[src/rtl/serial_adder_ctrl_if.sv]
// rtl/serial_adder_ctrl_if.sv - operand/result bundle for serial_adder_ctrl (sub port present when SERIAL_ADDER_SUB_EN is defined)
interface serial_adder_ctrl_if #(
  parameter int WIDTH = 8
);
  logic             start;
  logic [WIDTH-1:0] a;
  logic [WIDTH-1:0] b;
  logic             cin;
`ifdef SERIAL_ADDER_SUB_EN
  logic             sub;
`endif
  logic             busy;
  logic             done;
  logic [WIDTH-1:0] sum;
  logic             cout;
  logic             ovf;

  modport master (
    output start, a, b, cin,
`ifdef SERIAL_ADDER_SUB_EN
    output sub,
`endif
    input  busy, done, sum, cout, ovf
  );

  modport slave (
    input  start, a, b, cin,
`ifdef SERIAL_ADDER_SUB_EN
    input  sub,
`endif
    output busy, done, sum, cout, ovf
  );
endinterface

[src/rtl/serial_adder_ctrl.sv]
// rtl/serial_adder_ctrl.sv - bit-serial adder around a 1-bit full-adder cell; SERIAL_ADDER_SUB_EN adds a subtract mode
module serial_adder_fa (
  input  logic a,
  input  logic b,
  input  logic c,
  output logic s,
  output logic co
);
  logic axb, ab, cx;

  xor g_axb (axb, a, b);
  xor g_s   (s, axb, c);
  and g_ab  (ab, a, b);
  and g_cx  (cx, c, axb);
  or  g_co  (co, ab, cx);
endmodule

module serial_adder_ctrl #(
  parameter int WIDTH = 8,
  parameter int CNT_W = 6
) (
  input  logic                clk,
  input  logic                rst,
  serial_adder_ctrl_if.slave  io
);
  typedef enum logic [1:0] {IDLE, SHIFT, DONE} state_t;

  localparam logic [CNT_W-1:0] CNT_LAST   = CNT_W'(WIDTH - 1);
  localparam logic [CNT_W-1:0] CNT_MSB_IN = CNT_W'(WIDTH - 2);

  state_t           state, state_nx;
  logic [WIDTH-1:0] sh_a, sh_b, sum_r;
  logic [CNT_W-1:0] cnt;
  logic             carry, cmsb, cout_r, ovf_r;
  logic             fa_s, fa_co;
  logic             accept, last;
  logic [WIDTH-1:0] b_load;
  logic             c_load;

  serial_adder_fa u_fa (
    .a  (sh_a[0]),
    .b  (sh_b[0]),
    .c  (carry),
    .s  (fa_s),
    .co (fa_co)
  );

  assign last = (cnt == CNT_LAST);

`ifdef SERIAL_ADDER_SUB_EN
  // a - b computed as a + ~b + 1; cout=1 then means no borrow
  assign b_load = io.sub ? ~io.b : io.b;
  assign c_load = io.sub ? 1'b1 : io.cin;
`else
  assign b_load = io.b;
  assign c_load = io.cin;
`endif

  always_ff @(posedge clk) begin
    if (rst) begin
      state <= IDLE;
    end else begin
      state <= state_nx;
    end
  end

  always_comb begin
    state_nx = state;
    accept   = 1'b0;
    case (state)
      IDLE: begin
        if (io.start) begin
          accept   = 1'b1;
          state_nx = SHIFT;
        end
      end
      SHIFT: begin
        if (last) begin
          state_nx = DONE;
        end
      end
      DONE: begin
        if (io.start) begin
          accept   = 1'b1;
          state_nx = SHIFT;
        end else begin
          state_nx = IDLE;
        end
      end
      default: state_nx = IDLE;
    endcase
  end

  always_ff @(posedge clk) begin
    if (rst) begin
      sh_a   <= '0;
      sh_b   <= '0;
      sum_r  <= '0;
      cnt    <= '0;
      carry  <= 1'b0;
      cmsb   <= 1'b0;
      cout_r <= 1'b0;
      ovf_r  <= 1'b0;
    end else if (accept) begin
      sh_a   <= io.a;
      sh_b   <= b_load;
      carry  <= c_load;
      sum_r  <= '0;
      cnt    <= '0;
      cout_r <= 1'b0;
      ovf_r  <= 1'b0;
    end else if (state == SHIFT) begin
      sh_a  <= sh_a >> 1;
      sh_b  <= sh_b >> 1;
      sum_r <= {fa_s, sum_r[WIDTH-1:1]};
      carry <= fa_co;
      cnt   <= cnt + 1'b1;
      // carry leaving bit WIDTH-2 is the carry into the MSB
      if (cnt == CNT_MSB_IN) begin
        cmsb <= fa_co;
      end
      if (last) begin
        cout_r <= fa_co;
        ovf_r  <= cmsb ^ fa_co;
      end
    end
  end

  assign io.busy = (state == SHIFT);
  assign io.done = (state == DONE);
  assign io.sum  = sum_r;
  assign io.cout = cout_r;
  assign io.ovf  = ovf_r;
endmodule

[src/flat_wrapper.sv]
// flat-port wrapper written by rule: the top's interface ports become plain ports
module serial_adder_ctrl_flat 
#(
  parameter int WIDTH = 8,
  parameter int CNT_W = 6
)
  (clk, rst, io_start, io_a, io_b, io_cin, io_busy, io_done, io_sum, io_cout, io_ovf);
  serial_adder_ctrl_if #(.WIDTH(WIDTH)) io_i ();
  input  logic clk;
  input  logic rst;
  input wire logic [$bits(io_i.start)-1:0] io_start;
  input wire logic [$bits(io_i.a)-1:0] io_a;
  input wire logic [$bits(io_i.b)-1:0] io_b;
  input wire logic [$bits(io_i.cin)-1:0] io_cin;
  output wire logic [$bits(io_i.busy)-1:0] io_busy;
  output wire logic [$bits(io_i.done)-1:0] io_done;
  output wire logic [$bits(io_i.sum)-1:0] io_sum;
  output wire logic [$bits(io_i.cout)-1:0] io_cout;
  output wire logic [$bits(io_i.ovf)-1:0] io_ovf;
  assign io_i.start = io_start;
  assign io_i.a = io_a;
  assign io_i.b = io_b;
  assign io_i.cin = io_cin;
  assign io_busy = io_i.busy;
  assign io_done = io_i.done;
  assign io_sum = io_i.sum;
  assign io_cout = io_i.cout;
  assign io_ovf = io_i.ovf;
  serial_adder_ctrl #(.WIDTH(WIDTH), .CNT_W(CNT_W)) u_core (.clk(clk), .rst(rst), .io(io_i));
endmodule
[config.mk]
export PLATFORM = sky130hd
export DESIGN_NAME = serial_adder_ctrl_flat
export DESIGN_NICKNAME = d
export VERILOG_FILES = /design/src/rtl/serial_adder_ctrl_if.sv /design/src/rtl/serial_adder_ctrl.sv /design/src/flat_wrapper.sv
export SDC_FILE = /design/constraint.sdc
export NUM_CORES = 1
export LEC_CHECK = 0
export CAP_MARGIN = 20
export CORE_UTILIZATION = 49
export DETAILED_ROUTE_END_ITERATION = 6
export PLACE_DENSITY = 0.84
export SLEW_MARGIN = 15
export SYNTH_ARGS = -nofsm -noshare
export SYNTH_HDL_FRONTEND = slang
export SYNTH_SLANG_ARGS = --single-unit
[constraint.sdc]
create_clock -name clk -period 1.8 [get_ports clk]
set_clock_uncertainty 0.1 [all_clocks]
set_input_delay 0.27 -clock clk [delete_from_list [all_inputs] [get_ports clk]]
set_output_delay 0.27 -clock clk [all_outputs]
set_load 0.005 [all_outputs]
After elaboration in Yosys (flattened, before gate mapping)
Cells that the tools add are included.
{"block": "word_totals", "ff_bits": 36, "in_bits": 20, "wordCells": 42}
{"block": "classes", "n_addsub": 1, "eq_ne": 6, "mux": 12, "bitwise_logic": 7, "n_reduce_logical": 7}
{"operator": "8-bit two-way mux", "count": 4}
{"operator": "6-bit by 3-bit equality test with 1-bit output, second input constant", "count": 2}
{"operator": "6-bit by 1-bit adder with 6-bit output, second input constant", "count": 1}
{"operator": "2-bit one-hot mux with 3 select lines", "count": 1}
{"operator": "1-bit two-way mux", "count": 5}
{"operator": "2-bit two-way mux", "count": 2}
{"operator": "2-bit AND reduction", "count": 2}
{"operator": "2-bit OR reduction", "count": 2}
{"operator": "3-bit AND reduction", "count": 1}
{"operator": "1-bit bitwise XOR", "count": 3}
{"operator": "1-bit AND", "count": 2}
{"operator": "2-bit by 1-bit equality test with 1-bit output, second input constant", "count": 1}
{"operator": "2-bit equality test, second input constant", "count": 1}
{"operator": "2-bit logical NOT", "count": 1}
{"operator": "2-bit by 1-bit inequality test with 1-bit output, second input constant", "count": 1}
{"operator": "2-bit inequality test, second input constant", "count": 1}
{"operator": "2-bit nonzero test", "count": 1}
{"operator": "1-bit inverter", "count": 1}
{"operator": "1-bit bitwise OR", "count": 1}

Logic depth before layout (Yosys ltp)
{"block": "logic_depth", "depth_word": 5, "ltp_mapped": 6}

By module
From an unflattened synthesis, not the netlist that was laid out.
{"block": "unflattened", "cells_unflattened": 176, "area_unflattened_um2": 1562.7}
{"mod": "serial_adder_ctrl", "n_inst": 1, "cells_per_inst": 175, "area_per_inst_um2": 1542.7}
{"mod": "serial_adder_fa", "n_inst": 1, "cells_per_inst": 1, "area_per_inst_um2": 20.0}

Least setup slack after synthesis
No wires, ideal clock.
{"block": "synth_path", "kind": "reg-to-reg", "start": "register u_core.cnt[1]", "end": "register u_core.cout_r (netlist: u_core.io.cout)", "setup_time_ps": 122, "arrival_ps": 1163, "required_time_ps": 1578, "setup_slack_ps": 416, "stages_incl_launch_ff": 5, "path_buffers": 0, "period_less_slack_ps": 1384, "cell_sequence": "dfxtp_1 > ha_1 > nor4b_1 > nand3_1 > mux2i_1"}
{"block": "synth_via", "elab_chain_cells": 2}
{"element": "start, declared", "line": "serial_adder_ctrl.sv:33", "source": "logic [CNT_W-1:0] cnt;"}
{"element": "start signal, assigned", "line": "serial_adder_ctrl.sv:117", "source": "cnt <= cnt + 1'b1;"}
{"element": "6-bit by 3-bit equality test with 1-bit output", "line": "serial_adder_ctrl.sv:48", "source": "assign last = (cnt == CNT_LAST);"}
{"element": "2-bit AND reduction (no line)"}
{"element": "end signal, assigned", "line": "serial_adder_ctrl.sv:123", "source": "cout_r <= fa_co;"}
{"element": "end, declared", "line": "serial_adder_ctrl.sv:34", "source": "logic carry, cmsb, cout_r, ovf_r;"}
Every way passes these cells.
A chain may end at the register's enable or synchronous reset.

Final worst setup path
{"block": "layout_path", "start": "register u_core.state[0]", "end": "output io_done"}
{"block": "layout_via", "elab_chain_cells": 1}
{"element": "start, declared", "line": "serial_adder_ctrl.sv:31", "source": "state_t state, state_nx;"}
{"element": "start signal, assigned", "line": "serial_adder_ctrl.sv:63", "source": "state <= state_nx;"}
{"element": "2-bit equality test", "line": "serial_adder_ctrl.sv:130", "source": "assign io.done = (state == DONE);"}
{"element": "end, declared", "line": "flat_wrapper.sv:16", "source": "output wire logic [$bits(io_i.done)-1:0] io_done;"}
Every way passes these cells.

==> impl_metrics.tcl <==
set metrics [dict create \
    status "finished, final reports clean" \
    final.period_utilization 0.9418 \
    total_routed_wirelength_mm 3.467 \
    avgSynthCellArea_um2 8.560 \
    finalHoldViolations 0 \
    place_congestion 0.7752 \
    grt_use_total 0.2288 \
    rrSetupSlack_ns 0.18 \
    grt_overflow 0 \
    ir_worst_vdd_uv 576.5 \
    holdCritPathClass "reg -> reg" \
    first_global_vias 1266 \
    io_buffer_count 31 \
    crit_fanout 5 \
    clock_insertion_delay_at_the_later_pin_of_the_skew_report_ns 0.34 \
    drt_drc_violations_left 0 \
    worstSetupPathType "reg -> out" \
    number_of_antenna_violations_at_the_first_check_in_global_routing 0 \
    dpl.cell_count 232 \
    drv.max_cap_violation_count 0 \
    cp.required_ns 1.43 \
    final_max_slew_viol_count 0 \
    post_cts_hold_buffer_count 0 \
    reg2regPathDepth 4 \
    p_leak_nw 0.7306 \
    dr_total_vias 1410 \
    clk_transition_reported_paths_ns 0.10 \
    diodes 0 \
    max-clock-path-buffers 2 \
    grt_first_pass_wirelength_mm 5.651 \
    worstSetupStartpoint "u_core.state[0]$_SDFFE_PP0P_" \
    total_power_mw 1.556 \
    vias_per_cell 5.875 \
    drt-wirelength-per-cell_um 14.45 \
    synth_sequential_area_ratio 0.4756 \
    area_growth_pct 28.82 \
    max_slew_margin 0.6966 \
    ctsRootBufferMaster "sky130_fd_sc_hd__clkbuf_4" \
    yosys_register_bits 36 \
    slowest_cell_on_the_critical_path "sky130_fd_sc_hd__clkdlybuf4s50_1" \
    detail_route.iter0.violations 67 \
    floorplan.rows 19 \
    synthesis.nets 200 \
    critical-path-top-delay-family "buffers and inverters" \
    top_level_ports 32 \
    cp.buffers_inverters 1 \
    synth.cell_area_um2 1515 \
    setup_viol 0 \
    fp.coreArea_um2 2853 \
    timing.rr.end "u_core.io.ovf$_SDFFE_PP0P_" \
    yosys_warnings 0 \
    startpoint_type "flop" \
    antenna_left 0 \
    drive_gt1_frac 0.1005 \
    endpoint_kind "primary output" \
    syn-instance-count 177 \
    critical_path.endpoint "io_done" \
    die_y_um 57.61 \
    worst-path-stages 2 \
    fin_setup_tns_ns 0 \
    drt_pass1_iterations 4 \
    n_fill_cell 215 \
    grt_setup_unrepaired "false" \
    die_area_um2 3319 \
    clock_tree_from_tritoncts "done" \
    timing.critical_path.cells "nor2b_1 > clkdlybuf4s50_1" \
    fin_crit_ns 1.695 \
    nNetsFinal 231 \
    dieWidth_um 57.61 \
    cpPeakStageDelay_ns 0.50 \
    tritoncts.num_buffers 5 \
    finish.cell_count_without_fillers 240 \
    cts.sinks 36 \
    grt_start_max_net_pins 35 \
    start_util 0.5311 \
    critical_path.reg2reg.startpoint "u_core.cnt[1]$_SDFFE_PP0P_" \
    max_slew.worst_pin.slew_ns 0.4540 \
    htree_levels 2 \
    powerDensity_nw_per_um2 797.1 \
    dpl.hpwl_mm 2.453 \
    cp_data_arrival_time_ns 1.33 \
    clock.fmax_mhz 589.9 \
    post_synth_num_cell_types 32 \
]
-- registers in the layout (all words and copies together) (netlist names) --
signal and flops:
u_core.io.sum 8, u_core.cnt 6, u_core.cmsb 1, u_core.state 2
u_core.io.cout 1, u_core.carry 1, u_core.sh_a 8, u_core.io.ovf 1
u_core.sh_b 8
-- layer usage --
layer,GRT usage,part of all wire,vias to the layer above
met1,0.2636,0.40,662
li1,-,-,688
met3,0.06696,0.062,9
met5,0,0,-
met2,0.3854,0.52,51
met4,0.1185,0.021,0
-- cells in the mapped netlist (all sizes together) --
master / instances / area share
o31ai: 1 / 0.0050
clkbuf: 6 / 0.016
nand2b: 2 / 0.0083
or3: 2 / 0.0083
fa: 1 / 0.013
nor4b: 2 / 0.012
o22ai: 8 / 0.033
nor3: 18 / 0.059
nand2: 26 / 0.064
xor2: 2 / 0.012
inv: 4 / 0.0099
or4: 1 / 0.0074
a211oi: 1 / 0.0050
nand4: 3 / 0.012
nand3b: 1 / 0.0050
a21oi: 15 / 0.052
nand3: 12 / 0.040
ha: 2 / 0.017
dfxtp: 36 / 0.48
nor2b: 2 / 0.0083
mux2i: 6 / 0.040
a22oi: 4 / 0.020
buf: 10 / 0.036
a31oi: 4 / 0.017
nor2: 3 / 0.0074
o21ai: 4 / 0.013
a31o: 1 / 0.0058
-- layout make-up --
type | count | area [um^2] | area share
clock buffers | 8 | 58.81 | 0.03013
multi-input cells | 121 | 709.4 | 0.3635
well taps | 31 | 38.79 | 0.01987
repair buffers | 40 | 405.4 | 0.2077
flip-flops and latches | 36 | 724.4 | 0.3712
inverters | 4 | 15.01 | 0.007692
-- report_power, final --
part,leakage (nW),switching (mW),internal (mW)
logic,0.403,0.123,0.119
registers,0.295,0.0283,0.836
clock network,0.0326,0.257,0.193
-- worst register-to-register path, stage by stage, from the launching register on --
cell and delay [ns]:
sky130_fd_sc_hd__dfxtp_1 0.45, sky130_fd_sc_hd__ha_1 0.24, sky130_fd_sc_hd__nor4b_1 0.36, sky130_fd_sc_hd__nand3_1 0.22
sky130_fd_sc_hd__mux2i_1 0.15
-- placed cells by master (no fill, tap or decap), types with 2 or more instances in the layout --
cell | netlist | routed
sky130_fd_sc_hd__a21oi_1 | 14 | 14
sky130_fd_sc_hd__a22oi_1 | 4 | 4
sky130_fd_sc_hd__a31oi_1 | 4 | 4
sky130_fd_sc_hd__buf_12 | 0 | 2
sky130_fd_sc_hd__buf_4 | 0 | 7
sky130_fd_sc_hd__clkbuf_1 | 5 | 2
sky130_fd_sc_hd__clkbuf_4 | 0 | 5
sky130_fd_sc_hd__clkdlybuf4s50_1 | 0 | 30
sky130_fd_sc_hd__dfxtp_1 | 36 | 35
sky130_fd_sc_hd__ha_1 | 2 | 2
sky130_fd_sc_hd__inv_1 | 3 | 3
sky130_fd_sc_hd__mux2i_1 | 6 | 6
sky130_fd_sc_hd__nand2_1 | 26 | 26
sky130_fd_sc_hd__nand3_1 | 12 | 12
sky130_fd_sc_hd__nand4_1 | 3 | 3
sky130_fd_sc_hd__nor2_1 | 3 | 3
sky130_fd_sc_hd__nor2b_1 | 2 | 2
sky130_fd_sc_hd__nor3_1 | 18 | 18
sky130_fd_sc_hd__nor4b_1 | 2 | 2
sky130_fd_sc_hd__o21ai_0 | 4 | 4
sky130_fd_sc_hd__o22ai_1 | 8 | 8
sky130_fd_sc_hd__or3_1 | 2 | 2
sky130_fd_sc_hd__xor2_1 | 2 | 2
-- worst min-delay path by stage --
stage                                  startpoint                            end  slack, ns  depth (start not counted)
CTS                 u_core.io.sum[5]$_SDFFE_PP0P_  u_core.io.sum[4]$_SDFFE_PP0P_       0.38                          2
finish                u_core.sh_a[5]$_SDFFE_PP0P_    u_core.sh_a[5]$_SDFFE_PP0P_       0.38                          2
detailed placement    u_core.sh_a[5]$_SDFFE_PP0P_    u_core.sh_a[4]$_SDFFE_PP0P_       0.37                          2
global route        u_core.io.sum[3]$_SDFFE_PP0P_  u_core.io.sum[2]$_SDFFE_PP0P_       0.40                          2
floorplan             u_core.sh_a[7]$_SDFFE_PP0P_    u_core.sh_a[6]$_SDFFE_PP0P_       0.35                          2
global placement    u_core.io.sum[0]$_SDFFE_PP0P_  u_core.io.sum[0]$_SDFFE_PP0P_       0.34                          2
-- what timing repair did --
item / in CTS / in global routing
resized for setup: 2 / 2
endpoints found under the setup margin: 1 / 1
buffers inserted: 0 / 0
cloned: 0 / 0
-- stage by stage --
stage	hold WS [ns]	instance area (um^2)	setup WS (ns)	util
global route	0.4047	1952	0.02777	0.6842
CTS	0.3819	1947	0.01971	0.6825
global placement	0.3449	1879	0.1977	0.6588
finish	0.3781	1952	0.1047	0.6842
floorplan	0.3480	1515	0.4156	-
detailed placement	0.3654	1879	0.1439	0.6588
-- logic make-up after synthesis --
logic type | synth area share
AO/OA/AOI/OAI | 0.1503
adder cells (fa/ha/maj) | 0.02973
buffers and inverters | 0.06110
multiplexers | 0.03964
XOR/XNOR | 0.01156
flip-flops | 0.4756
AND/OR/NAND/NOR | 0.2320
No activity file was read; power rests on OpenSTA's default activity.
